File: config.mk
export PLATFORM = sky130hd
export DESIGN_NAME = alu_rr_sched
export DESIGN_NICKNAME = d
export VERILOG_FILES = /design/src/rtl/alu_rr_sched.sv
export SDC_FILE = /design/constraint.sdc
export NUM_CORES = 1
export LEC_CHECK = 0
export CAP_MARGIN = 20
export CORE_ASPECT_RATIO = 0.8
export CORE_MARGIN = 3
export CORE_UTILIZATION = 41
export CTS_CLUSTER_SIZE = 12
export DETAILED_ROUTE_END_ITERATION = 7
export GPL_TIMING_DRIVEN = 0
export PLACE_DENSITY = 0.88
export SYNTH_ARGS = -nofsm -noshare
export SYNTH_HDL_FRONTEND = slang
export SYNTH_SLANG_ARGS = --single-unit
export TNS_END_PERCENT = 100
File: constraint.sdc
create_clock -name i_CLK -period 2.75 [get_ports i_CLK]
set_input_delay 0.275 -clock i_CLK [delete_from_list [all_inputs] [get_ports i_CLK]]
set_output_delay 0.275 -clock i_CLK [all_outputs]
set_load 0.02 [all_outputs]
File: src/rtl/alu_rr_sched.sv
// Round-robin scheduler sharing one ALU between two requesters, returning results with the owner ID.
// Optional ALU_TIMEOUT_EN adds o_TIMEOUT and a bounded WAIT of TIMEOUT cycles.
module alu_rr_sched #(
    parameter int WIDTH   = 9,
    parameter int OPW     = 3,
    parameter int TIMEOUT = 15
) (
    input  logic                     i_CLK,
    input  logic                     i_RSTn,
    input  logic                     i_REQ0_VALID,
    output logic                     o_REQ0_READY,
    input  logic [2*WIDTH+OPW-1:0]   i_REQ0_DATA,
    input  logic                     i_REQ1_VALID,
    output logic                     o_REQ1_READY,
    input  logic [2*WIDTH+OPW-1:0]   i_REQ1_DATA,
    output logic                     o_ALU_START,
    output logic [2*WIDTH+OPW-1:0]   o_ALU_DATA,
    input  logic                     i_ALU_DONE,
    input  logic [WIDTH:0]           i_ALU_Y,
    output logic                     o_VALID,
    input  logic                     i_READY,
    output logic [WIDTH:0]           o_Y,
    output logic                     o_ID,
`ifdef ALU_TIMEOUT_EN
    output logic                     o_TIMEOUT,
`endif
    output logic                     o_BUSY
);

    localparam int DW = 2*WIDTH + OPW;

    typedef enum logic [1:0] {IDLE, ISSUE, WAIT, OUT} state_t;

    // TIMEOUT must be at least 1; a zero value leaves WAIT with no cycle to count.
    if (TIMEOUT < 1) begin : gBadTimeout
    end

    state_t          state_q;
    logic            lastId_q;
    logic            jobId_q;
    logic            aluStart_q;
    logic            valid_q;
    logic            outId_q;
    logic [WIDTH:0]  y_q;
    logic [DW-1:0]   job_q;
    logic            grant0;
    logic            grant1;

`ifdef ALU_TIMEOUT_EN
    localparam int CW = (TIMEOUT < 2) ? 1 : $clog2(TIMEOUT);
    logic [CW-1:0]   waitCnt_q;
    logic            timeout_q;
    assign o_TIMEOUT = timeout_q;
`endif

    // On contention the requester that was not served last wins.
    always_comb begin
        grant0 = i_REQ0_VALID & (~i_REQ1_VALID | lastId_q);
        grant1 = i_REQ1_VALID & (~i_REQ0_VALID | ~lastId_q);
    end

    assign o_REQ0_READY = (state_q == IDLE) & grant0;
    assign o_REQ1_READY = (state_q == IDLE) & grant1;
    assign o_ALU_START  = aluStart_q;
    assign o_ALU_DATA   = job_q;
    assign o_VALID      = valid_q;
    assign o_Y          = y_q;
    assign o_ID         = outId_q;
    assign o_BUSY       = (state_q != IDLE);

    always_ff @(posedge i_CLK or negedge i_RSTn) begin
        if (!i_RSTn) begin
            state_q    <= IDLE;
            lastId_q   <= 1'b1;
            jobId_q    <= 1'b0;
            aluStart_q <= 1'b0;
            valid_q    <= 1'b0;
            outId_q    <= 1'b0;
            y_q        <= '0;
            job_q      <= '0;
`ifdef ALU_TIMEOUT_EN
            waitCnt_q  <= '0;
            timeout_q  <= 1'b0;
`endif
        end else begin
            aluStart_q <= 1'b0;
            case (state_q)
                IDLE: begin
                    if (grant0 || grant1) begin
                        job_q      <= grant1 ? i_REQ1_DATA : i_REQ0_DATA;
                        jobId_q    <= grant1;
                        lastId_q   <= grant1;
                        aluStart_q <= 1'b1;
                        state_q    <= ISSUE;
                    end
                end
                ISSUE: begin
`ifdef ALU_TIMEOUT_EN
                    waitCnt_q <= '0;
`endif
                    state_q <= WAIT;
                end
                WAIT: begin
                    if (i_ALU_DONE) begin
                        y_q     <= i_ALU_Y;
                        outId_q <= jobId_q;
                        valid_q <= 1'b1;
                        state_q <= OUT;
                    end
`ifdef ALU_TIMEOUT_EN
                    else if (waitCnt_q == CW'(TIMEOUT - 1)) begin
                        y_q       <= '0;
                        outId_q   <= jobId_q;
                        valid_q   <= 1'b1;
                        timeout_q <= 1'b1;
                        state_q   <= OUT;
                    end else begin
                        waitCnt_q <= waitCnt_q + 1'b1;
                    end
`endif
                end
                OUT: begin
                    if (i_READY) begin
                        valid_q <= 1'b0;
`ifdef ALU_TIMEOUT_EN
                        timeout_q <= 1'b0;
`endif
                        state_q <= IDLE;
                    end
                end
                default: state_q <= IDLE;
            endcase
        end
    end

endmodule

======== Yosys cells after proc, flatten, opt, wreduce, memory -nomap -nowiden ========
Index checks and enable logic that the tools add are counted.
storage, ports and cells
  bits in registers ....................... 38
  bits of input ports ..................... 58
  output and inout bits ................... 37
  word-level logic and storage cells ...... 41
cells by class
  equality and inequality tests ........... 6
  mux-type cells .......................... 10
  bitwise operators ....................... 9
  reduce and logical (&&, ||, !) cells .... 8
operators with widths
  kind                number
  $mux 21             1
  $pmux 2 s4          1
  $mux 2              3
  $reduce_and 3->1    2
  $and 1x1->1         4
  $eq 2x2->1 const B  2
  $mux 1              4
  $ne 2x2->1 const B  2
  $reduce_and 2->1    2
  $reduce_bool 2->1   2
  $not 1->1           3
  $eq 2x1->1 const B  1
  $logic_not 2->1     1
  $ne 2x1->1 const B  1
  $or 1x1->1          2
  $pmux 1 s2          1
  $logic_or 1x1->1    1

======== Logic depth before layout (Yosys ltp) ========
Gate-level depths: netlist (run 1).
  depth in word-level cells ............... 6
  gate-level depth with buffers ........... 7
  gate-level depth less buffers ........... 5

======== Least setup slack after synthesis (run 1) ========
OpenSTA, ideal clock, no wires.
  path type ............................... register to register
  start point ............................. register state_q[0]
  end point ............................... register state_q[1]
  setup time .............................. 127 ps
  arrival time ............................ 1408 ps
  required time ........................... 2623 ps
  path slack .............................. 1214 ps
  cell stages (with the launch flop) ...... 5
  buffers on the path ..................... 0
  clock period less this slack ............ 1536 ps
  path through ............................ dfrtp_1 inv_1 ha_1 a222oi_1 mux2_1
between the ends
  longest elaborated chain between the ends .. 3
  elaborated cells on any way between the ends .. 9
  classes of those cells .................. 6 x eq/ne; 1 x mux; 2 x reduce/logical
ends and longest elaborated chain
  element                                                    line  source
  start, declared                                            38    state_t state_q;
  start signal, assigned                                     73    state_q <= IDLE;
  start signal, assigned                                     94    state_q <= ISSUE;
  start signal, assigned                                     101   state_q <= WAIT;
  $eq 2x2->1 / $logic_not 2->1 (equally long branches)       87    case (state_q)
  $ne 2x2->1 (no line) / $ne 2x1->1 (equally long branches)  --
  $reduce_and 3->1 (no line)                                 --
Several ways; a longest one is shown, not always the timed one.
A chain may end at the register's enable or synchronous reset.

======== Worst setup path in the final report (run 1) ========
  start point ............................. input port i_REQ1_VALID
  end point ............................... output port o_REQ1_READY
between the ends
  longest elaborated chain between the ends .. 2
ends and longest elaborated chain
  element          line  source
  start, declared  13    input logic i_REQ1_VALID,
  $and 1x1->1      59    grant1 = i_REQ1_VALID & (~i_REQ0_VALID | ~lastId_q);
  $and 1x1->1      63    assign o_REQ1_READY = (state_q == IDLE) & grant1;
  end, declared    14    output logic o_REQ1_READY,
No other way between the ends.

==> metrics.txt, run 1 <==
Synth top area share between 50 and 60%; Root Driver clkbuf_8; minimum clock period between 2000 and 2500 ps; Post-Layout Cell Count 332; sum of negative setup slack 0 ps; critical path class input pin to output pin; CTS tree yes; Post-CTS Setup Inserts 0; total track usage about a fifth; pwr/cell area around 1100 mW/mm^2; Post-CTS Resized 0; routability cong. between 0.7 and 0.8; smallest hold slack ~80 ps; syn_area_per_cell around 9.6 um^2; r2r endpoint o_ALU_DATA[12]; Via-to-Cell Ratio 4.90; max-cap check violation count 0; vias in the first global route between 1,500 and 2,000; site row count 20; VDD IR max about 0.66 mV; final hold vios 0; CTS buffer count 5; final setup fails 0; area grow syn2layout 65.0%; Final #Nets 338; synthesized flop and latch total 38; DR WL/cell 14.4 um; post-synth net total approximately 240; gr ovfl total 0; unique cell type count in the Yosys netlist 21; critical path's largest stage delay 610 ps; diode count 0; Setup Slack @ Placement between 300 and 400 ps; IO Port Bufs 94; crit share post-route 87.8%; Routed Antenna Nets 0; critical path depth in cells 5; CTS Buffer Depth 2; clock latency at the later pin of the worst-skew pair between 200 and 300 ps; Reg2Reg Depth 6; Total Wirelength about 4800 um; clk sink count 38; Crit Path Max Fanout 10; register area share after synthesis approximately 56%; layout cells sized above 1 a little under a tenth; Final Skew approximately 3.7 ps; detailed placement HPWL 3540 um; max_slew headroom roughly 44%; commonest non-fill, non-tap cells in the layout clkdlybuf4s50_1, nand2_1, dfrtp_1; Inst Count DP approximately 320; commonest non-fill, non-tap cell in the layout clkdlybuf4s50_1; top cell family by delay on the critical path buffers and inverters; Arrival @ worst endpoint ~2100 ps; top area cells in the synthesized netlist dfrtp_1, nand2_1, a31oi_1; Min-Delay Path Class input pin to asynchronous set/reset pin; Yosys warning count 0; DIE WIDTH around 80 um; hold_buf cts 0; status finished clean; drt pass-1 iters 6; critical-path cell list clkdlybuf4s50_1, a21bo_2, clkbuf_1, nor2_1, clkdlybuf4s50_1; first-pass GRT wire length 7720 um; reg2reg start state_q[0]; DRT iter0 DRCs 64; DR vias ~1,600; die height around 63 um; startpoint types input pin; Worst EP required about 2500 ps; setup slack after layout approximately 340 ps; initial antenna violation count 0; Core ar. ~0.0039 mm^2; cell count after synthesis between 150 and 200; Starting Density 43.5%; Die Area about 0.0049 mm^2; Top cell by count, worst path clkdlybuf4s50_1; H-tree Lvls 2; Lkg Pwr ~1.2 nW; Final Max Tran Viols 0; R2R setup slack 1000 ps; DRC Markers 0; largest net degree at the start of global routing 39; cell taking the most area after synthesis dfrtp_1; Cell Area, Synth around 0.0017 mm^2; CP Capture Type output pin; FMAX between 400 and 500 MHz; register clock-pin slew on the reported worst setup and hold paths approximately 70 ps; RSZ-0062 raised after global routing false; actual slew at the worst max-slew pin 833 ps; top-level I/O count 95; buffers plus inverters on the worst setup path 3; Crit-path slowest cell clkdlybuf4s50_1; final core occ between 70% and 80%
## report_power, final
| part | leakage (nW) | switching [mW] | internal, mW |
|---|---|---|---|
| Combinational | 0.718 | 0.848 | 0.805 |
| Clock | 0.0455 | 0.194 | 0.205 |
| Sequential | 0.434 | 0.146 | 0.852 |
## logic make-up (layout without fill, tap and decap cells)
logic type      after synthesis  in the layout  share of synthesized area, %
buf+inv                      17            119                          4.23
compound gates               31             31                          12.0
flops                        38             38                          56.5
mux                          12             12                          7.94
fa+ha+maj                     4              4                          2.97
simple gates                 73             73                          16.4
## worst max-delay path by stage
| stage | end | slack [ps] | from |
|---|---|---|---|
| finish | o_REQ1_READY | 340 | i_REQ1_VALID |
| CTS | o_REQ1_READY | 330 | i_REQ1_VALID |
| floorplan | state_q[1] | 1210 | state_q[0] |
| global placement | o_REQ1_READY | 350 | i_REQ1_VALID |
| detailed placement | o_REQ1_READY | 350 | i_REQ1_VALID |
| global route | o_REQ1_READY | 230 | i_REQ1_VALID |
## area by class of cell
cell class              count  area (um^2)
fillers                   304         1100
well taps                  55         68.8
multi-input cells         120          662
plain buffers              10         45.0
repair buffers             94          936
clock buffers               8         90.1
flip-flops and latches     38          952
inverters                   7         26.3
## flip-flops by register name (all words and copies together) (netlist names)
name and count:
jobId_q 1, lastId_q 1, o_ALU_DATA 21, o_Y 10, o_ALU_START 1, state_q 2
o_ID 1, o_VALID 1
## synthesized netlist by cell type
library cell,instances
a21bo_2,1
a21boi_1,1
a21oi_1,1
a222oi_1,1
a22o_1,1
a31oi_1,21
buf_2,6
clkbuf_1,4
dfrtp_1,37
dfstp_2,1
ha_1,4
inv_1,7
mux2_1,1
mux2_2,10
mux2i_1,1
nand2_1,48
nand2b_1,1
nor2_1,24
o21a_1,1
o21ai_0,3
o22ai_1,1
## stage by stage
step	instance area [um^2]	total power [mW]
floorplan	1690	1.88
global placement	2700	2.62
detailed placement	2690	2.68
CTS	2780	3.08
global route	2780	3.25
finish	2780	3.05
## metal layers
layer / global-route usage (%) / routed length (um) / part of all wire, % / vias up
li1: - / - / - / 783
met1: 24.9 / 2020 / 42 / 760
met2: 32.4 / 2200 / 46 / 78
met3: 8.00 / 481 / 10 / 7
met4: 7.33 / 65 / 1.4 / 0
met5: 0 / 0 / 0 / -
(Power assumes the default switching activity.)
==> run 2: changes to the inputs <==
- CELL_PAD_IN_SITES_DETAIL_PLACEMENT: not set -> 1
- CELL_PAD_IN_SITES_GLOBAL_PLACEMENT: not set -> 2
- CORE_UTILIZATION: 41 -> 22
- PLACE_DENSITY: 0.88 -> 0.86
==> run 2 against run 1 <==
Effect of this change:
- routed wire length up 12%
- non-clock buffer count unchanged
- largest power group unchanged
- flip-flop and latch count is the same
- clock power about the same
- cell area is 2.1% higher
- sequential power about the same
- total power grew 0.31%
- worst setup slack lost 79 ps
- die area grew 78%
- register-to-register slack got worse by 30 ps
==> metrics.txt, run 2 (synthesis results as in run 1) <==
post-route cell area about 0.0028 mm^2; Root Driver clkbuf_8; commonest non-fill, non-tap cell in the layout clkdlybuf4s50_1; final hold vios 0; Arrival @ worst endpoint 2220 ps; clk sink count 38; Total Wirelength roughly 5400 um; total track usage about an eighth; sum of negative setup slack 0 ps; multi-input logic area between 600 and 700 um^2; Crit Path Max Fanout 10; DRC Markers 0; Fillers approximately 860; area grow syn2layout 68.4%; CTS buffer count 5; startpoint types input pin; site row count 27; actual slew at the worst max-slew pin 908 ps; FMAX 401 MHz; critical path class input pin to output pin; CTS Buffer Depth 2; Worst EP required 2480 ps; drt pass-1 iters 5; minimum clock period between 2000 and 2500 ps; max-cap check violation count 0; hold_buf cts 0; CTS tree yes; H-tree Lvls 2; VDD IR max about 0.25 mV; vias in the first global route about 1,700; Die Area approximately 0.009 mm^2; Final Skew a little over 6 ps; DR vias about 1,600; initial antenna violation count 0; crit share post-route between 90% and 100%; NetSw between 1 and 1.5 mW; gr ovfl total 0; Post-CTS Setup Inserts 0; Routed Antenna Nets 0; Core ar. 0.00716 mm^2; clock share of power a little over an eighth; Final Max Tran Viols 0; routability cong. a little under 0.7; sequential share of power between 30% and 40%; RSZ-0062 raised after global routing false; Int Power approximately 1.9 mW; first-pass GRT wire length ~9000 um; max reg flops 21; Lkg Pwr around 1.2 nW; Net Sw Frac about 39%; Starting Density between 20% and 30%; max_slew headroom 39.5%; pwr/cell area ~1100 mW/mm^2; CP Capture Type output pin; Final #Nets around 340; die height roughly 84 um; IO Port Bufs 94; DIE WIDTH roughly 100 um; final setup fails 0; register clock-pin slew on the reported worst setup and hold paths around 70 ps; Logic pwr share a little over half; DRT iter0 DRCs 35; top-level I/O count 95; Via-to-Cell Ratio 4.20; layout cells sized above 1 about a tenth; clock latency at the later pin of the worst-skew pair ~280 ps; largest net degree at the start of global routing 39; commonest non-fill, non-tap cells in the layout clkdlybuf4s50_1, nand2_1, dfrtp_1; DR WL/cell 14.2 um; Seq. cell area 952 um^2; Min-Delay Path Class input pin to asynchronous set/reset pin; placed instance area between 0.002 and 0.003 mm^2; detailed placement HPWL 4030 um; diode count 0; Post-CTS Resized 0; total design power slightly above 3 mW; status finished clean
run 2: cell count changes in the layout (fill, tap and decap cells not counted), sizes merged:
cell / delta
clkinv: +1
clkbuf: -1
run 2: per-stage QoR:
stage | hold slack, ps | worst slack [ps] | std cells | utilization, %
after floorplan | -20.6 | 1210 | 175 | -
after global placement | 463 | 271 | 370 | 38.4
after detailed placement | 463 | 273 | 370 | 38.4
after CTS | 139 | 272 | 378 | 39.6
after global routing | 178 | 152 | 378 | 39.6
final | 121 | 257 | 378 | 39.6
run 2: metal layers:
| layer | vias up | global-route usage (%) | wire length (um) |
|---|---|---|---|
| li1 | 782 | - | - |
| met1 | 745 | 15.5 | 2440 |
| met2 | 59 | 20.4 | 2460 |
| met3 | 2 | 4.77 | 447 |
| met4 | 0 | 3.26 | 17 |
| met5 | - | 0 | 0 |
run 2: area by class of cell:
cell class,instances,area share (%)
clock buffer,7,3.04
inverter,7,0.926
sequential,38,33.5
tap,101,4.45
timing repair buffer,94,33.0
multi-input combinational,120,23.3
clock inverter,1,0.176
buffer,10,1.59
run 2: power by group through the flow:
stage	Sequential, mW	Combinational, mW	Clock [mW]
floorplan	1.31	0.566	0
global placement	1.00	1.66	0
detailed placement	1.02	1.69	0
CTS	1.01	1.69	0.425
global route	1.05	1.80	0.446
finish	1.00	1.66	0.398
run 2: worst paths after layout:
check / slack [ps] / cells after the start / startpoint / endpoint
worst max-delay path: 260 / 5 / i_REQ1_VALID / o_REQ1_READY
worst min-delay path: 120 / 1 / i_RSTn / o_Y[2]
worst max register to register: 970 / 6 / state_q[0] / o_ALU_DATA[2]
worst min register to register: 490 / 2 / o_ID / o_ID
max in group asynchronous: 2060 / 1 / i_RSTn / o_Y[0]
min in group i_CLK: 490 / 2 / o_ID / o_ID
run 2: critical path, stage by stage:
cell	delay [ps]
clkdlybuf4s50_1	570
a21bo_2	290
clkbuf_1	280
nor2_1	160
clkdlybuf4s50_1	640
==> run 3: changes to the inputs <==
- CAP_MARGIN: 20 -> not set
- SETUP_SLACK_MARGIN: not set -> 0.4
==> run 3 against run 2 <==
Effect of this change:
- clock power about the same
- global-route usage unchanged
- cell area about the same
- clock skew about the same
- register-to-register slack about the same
- total power about the same
- maximum frequency increased by 18%
- routed wire length about the same
- first-iteration DRC count increased by 2.9%
- worst setup slack improved by 380 ps
- flip-flop and latch count unchanged
- cell count unchanged
- critical endpoint unchanged
==> metrics.txt, run 3 (synthesis results as in run 1) <==
drt pass-1 iters 4; layout cells sized above 1 under 10%; CTS tree yes; hold_buf cts 0; Total Wirelength roughly 5400 um; commonest non-fill, non-tap cell in the layout clkdlybuf4s50_1; placed instance area between 0.002 and 0.003 mm^2; DRT iter0 DRCs 36; Routed Antenna Nets 0; Net Sw Frac 39.3%; Final Skew between 6 and 7 ps; FMAX approximately 470 MHz; VDD IR max about 0.25 mV; Logic pwr share around 54%; Starting Density between 20% and 30%; reg2reg start state_q[0]; final setup fails 0; area grow syn2layout 68.6%; Die Area 0.00875 mm^2; Post-CTS Resized 2; RSZ-0062 raised after global routing false; clock latency at the later pin of the worst-skew pair around 280 ps; Via-to-Cell Ratio ~4.2; Min-Delay Path Class input pin to asynchronous set/reset pin; minimum clock period approximately 2100 ps; register clock-pin slew on the reported worst setup and hold paths around 70 ps; sum of negative setup slack 0 ps; startpoint types input pin; Seq. cell area approximately 950 um^2; Crit Path Max Fanout 10; detailed placement HPWL just over 4000 um; diode count 0; multi-input logic area between 600 and 700 um^2; Final Max Tran Viols 0; Core ar. about 0.0072 mm^2; IO Port Bufs 94; largest net degree at the start of global routing 39; site row count 27; worst setup path start i_REQ1_VALID; total design power between 3 and 4 mW; DIE WIDTH about 100 um; DR vias around 1,600; CTS buffer count 5; clock share of power a little over an eighth; vias in the first global route 1,723; Final #Nets between 300 and 400; initial antenna violation count 0; critical path class input pin to output pin; sequential share of power roughly a third; setup slack after layout 633 ps; Root Driver clkbuf_8; CTS Buffer Depth 2; CP Capture Type output pin; first-pass GRT wire length just under 9000 um; DR WL/cell 14.2 um; status finished clean; gr ovfl total 0; Int Power ~1.9 mW; DRC Markers 0; max reg flops 21; Lkg Pwr ~1.2 nW; Post-CTS Setup Inserts 0; clk sink count 38; total track usage 12.4%; actual slew at the worst max-slew pin around 910 ps; post-route cell area approximately 0.0028 mm^2; routability cong. 0.695; max_slew headroom between 30% and 40%; Worst EP required ~2500 ps; H-tree Lvls 2; Fillers 859; die height ~84 um; Arrival @ worst endpoint 1840 ps; crit share post-route approximately three quarters; max-cap check violation count 0; final hold vios 0; Setup Slack @ Placement 273 ps; pwr/cell area around 1100 mW/mm^2; top-level I/O count 95; commonest non-fill, non-tap cells in the layout clkdlybuf4s50_1, nand2_1, dfrtp_1; NetSw 1.20 mW
==> run 3: cell count changes in the layout (fill, tap and decap cells not counted), sizes merged <==
cell,before,now
dlymetal6s2s,0,1
clkdlybuf4s50,93,91
dlygate4sd2,0,1
==> run 3: path summary, 6_finish.rpt <==
path,endpoint,slack (ps),depth (start not counted)
max in group asynchronous,o_Y[0],2060,1
max,o_REQ1_READY,630,5
min reg2reg,o_ID,490,2
min in group i_CLK,o_ID,490,2
min,o_Y[2],120,1
max reg2reg,o_ALU_DATA[2],970,6
==> run 3: per-layer routing <==
metal  track usage [%]  vias up  wire, um
met5                 0        -         0
met4              3.26        0        17
met3              4.77        2       444
met2              20.4       57      2470
met1              15.5      750      2430
li1                  -      783         -
==> run 3: cell type report <==
cell class	count	area share [%]
timing repair buffer	94	33.0
sequential	38	33.5
inverter	7	0.925
multi-input combinational	120	23.3
tap	101	4.45
clock inverter	1	0.176
buffer	10	1.63
clock buffer	7	3.04
==> run 3: power by group through the flow <==
stage	Sequential, mW	Clock [mW]	Combinational, mW
2_1_floorplan	1.31	0	0.566
3_3_place_gp	1.00	0	1.66
5_1_grt	1.05	0.446	1.80
4_1_cts	1.01	0.425	1.69
6_report	1.00	0.398	1.65
3_5_place_dp	1.02	0	1.69
==> run 3: critical path: stages <==
cell and delay [ps]:
clkdlybuf4s50_1 570, a21bo_2 290, clkbuf_2 230, nor2_1 120
dlygate4sd2_1 360
==> run 3: through the flow <==
stage / util (%) / cells / hold slack (ps)
after global placement: 38.4 / 370 / 463
after CTS: 39.6 / 378 / 139
after global routing: 39.7 / 378 / 178
after floorplan: - / 175 / -20.6
after detailed placement: 38.4 / 370 / 463
final: 39.7 / 378 / 121
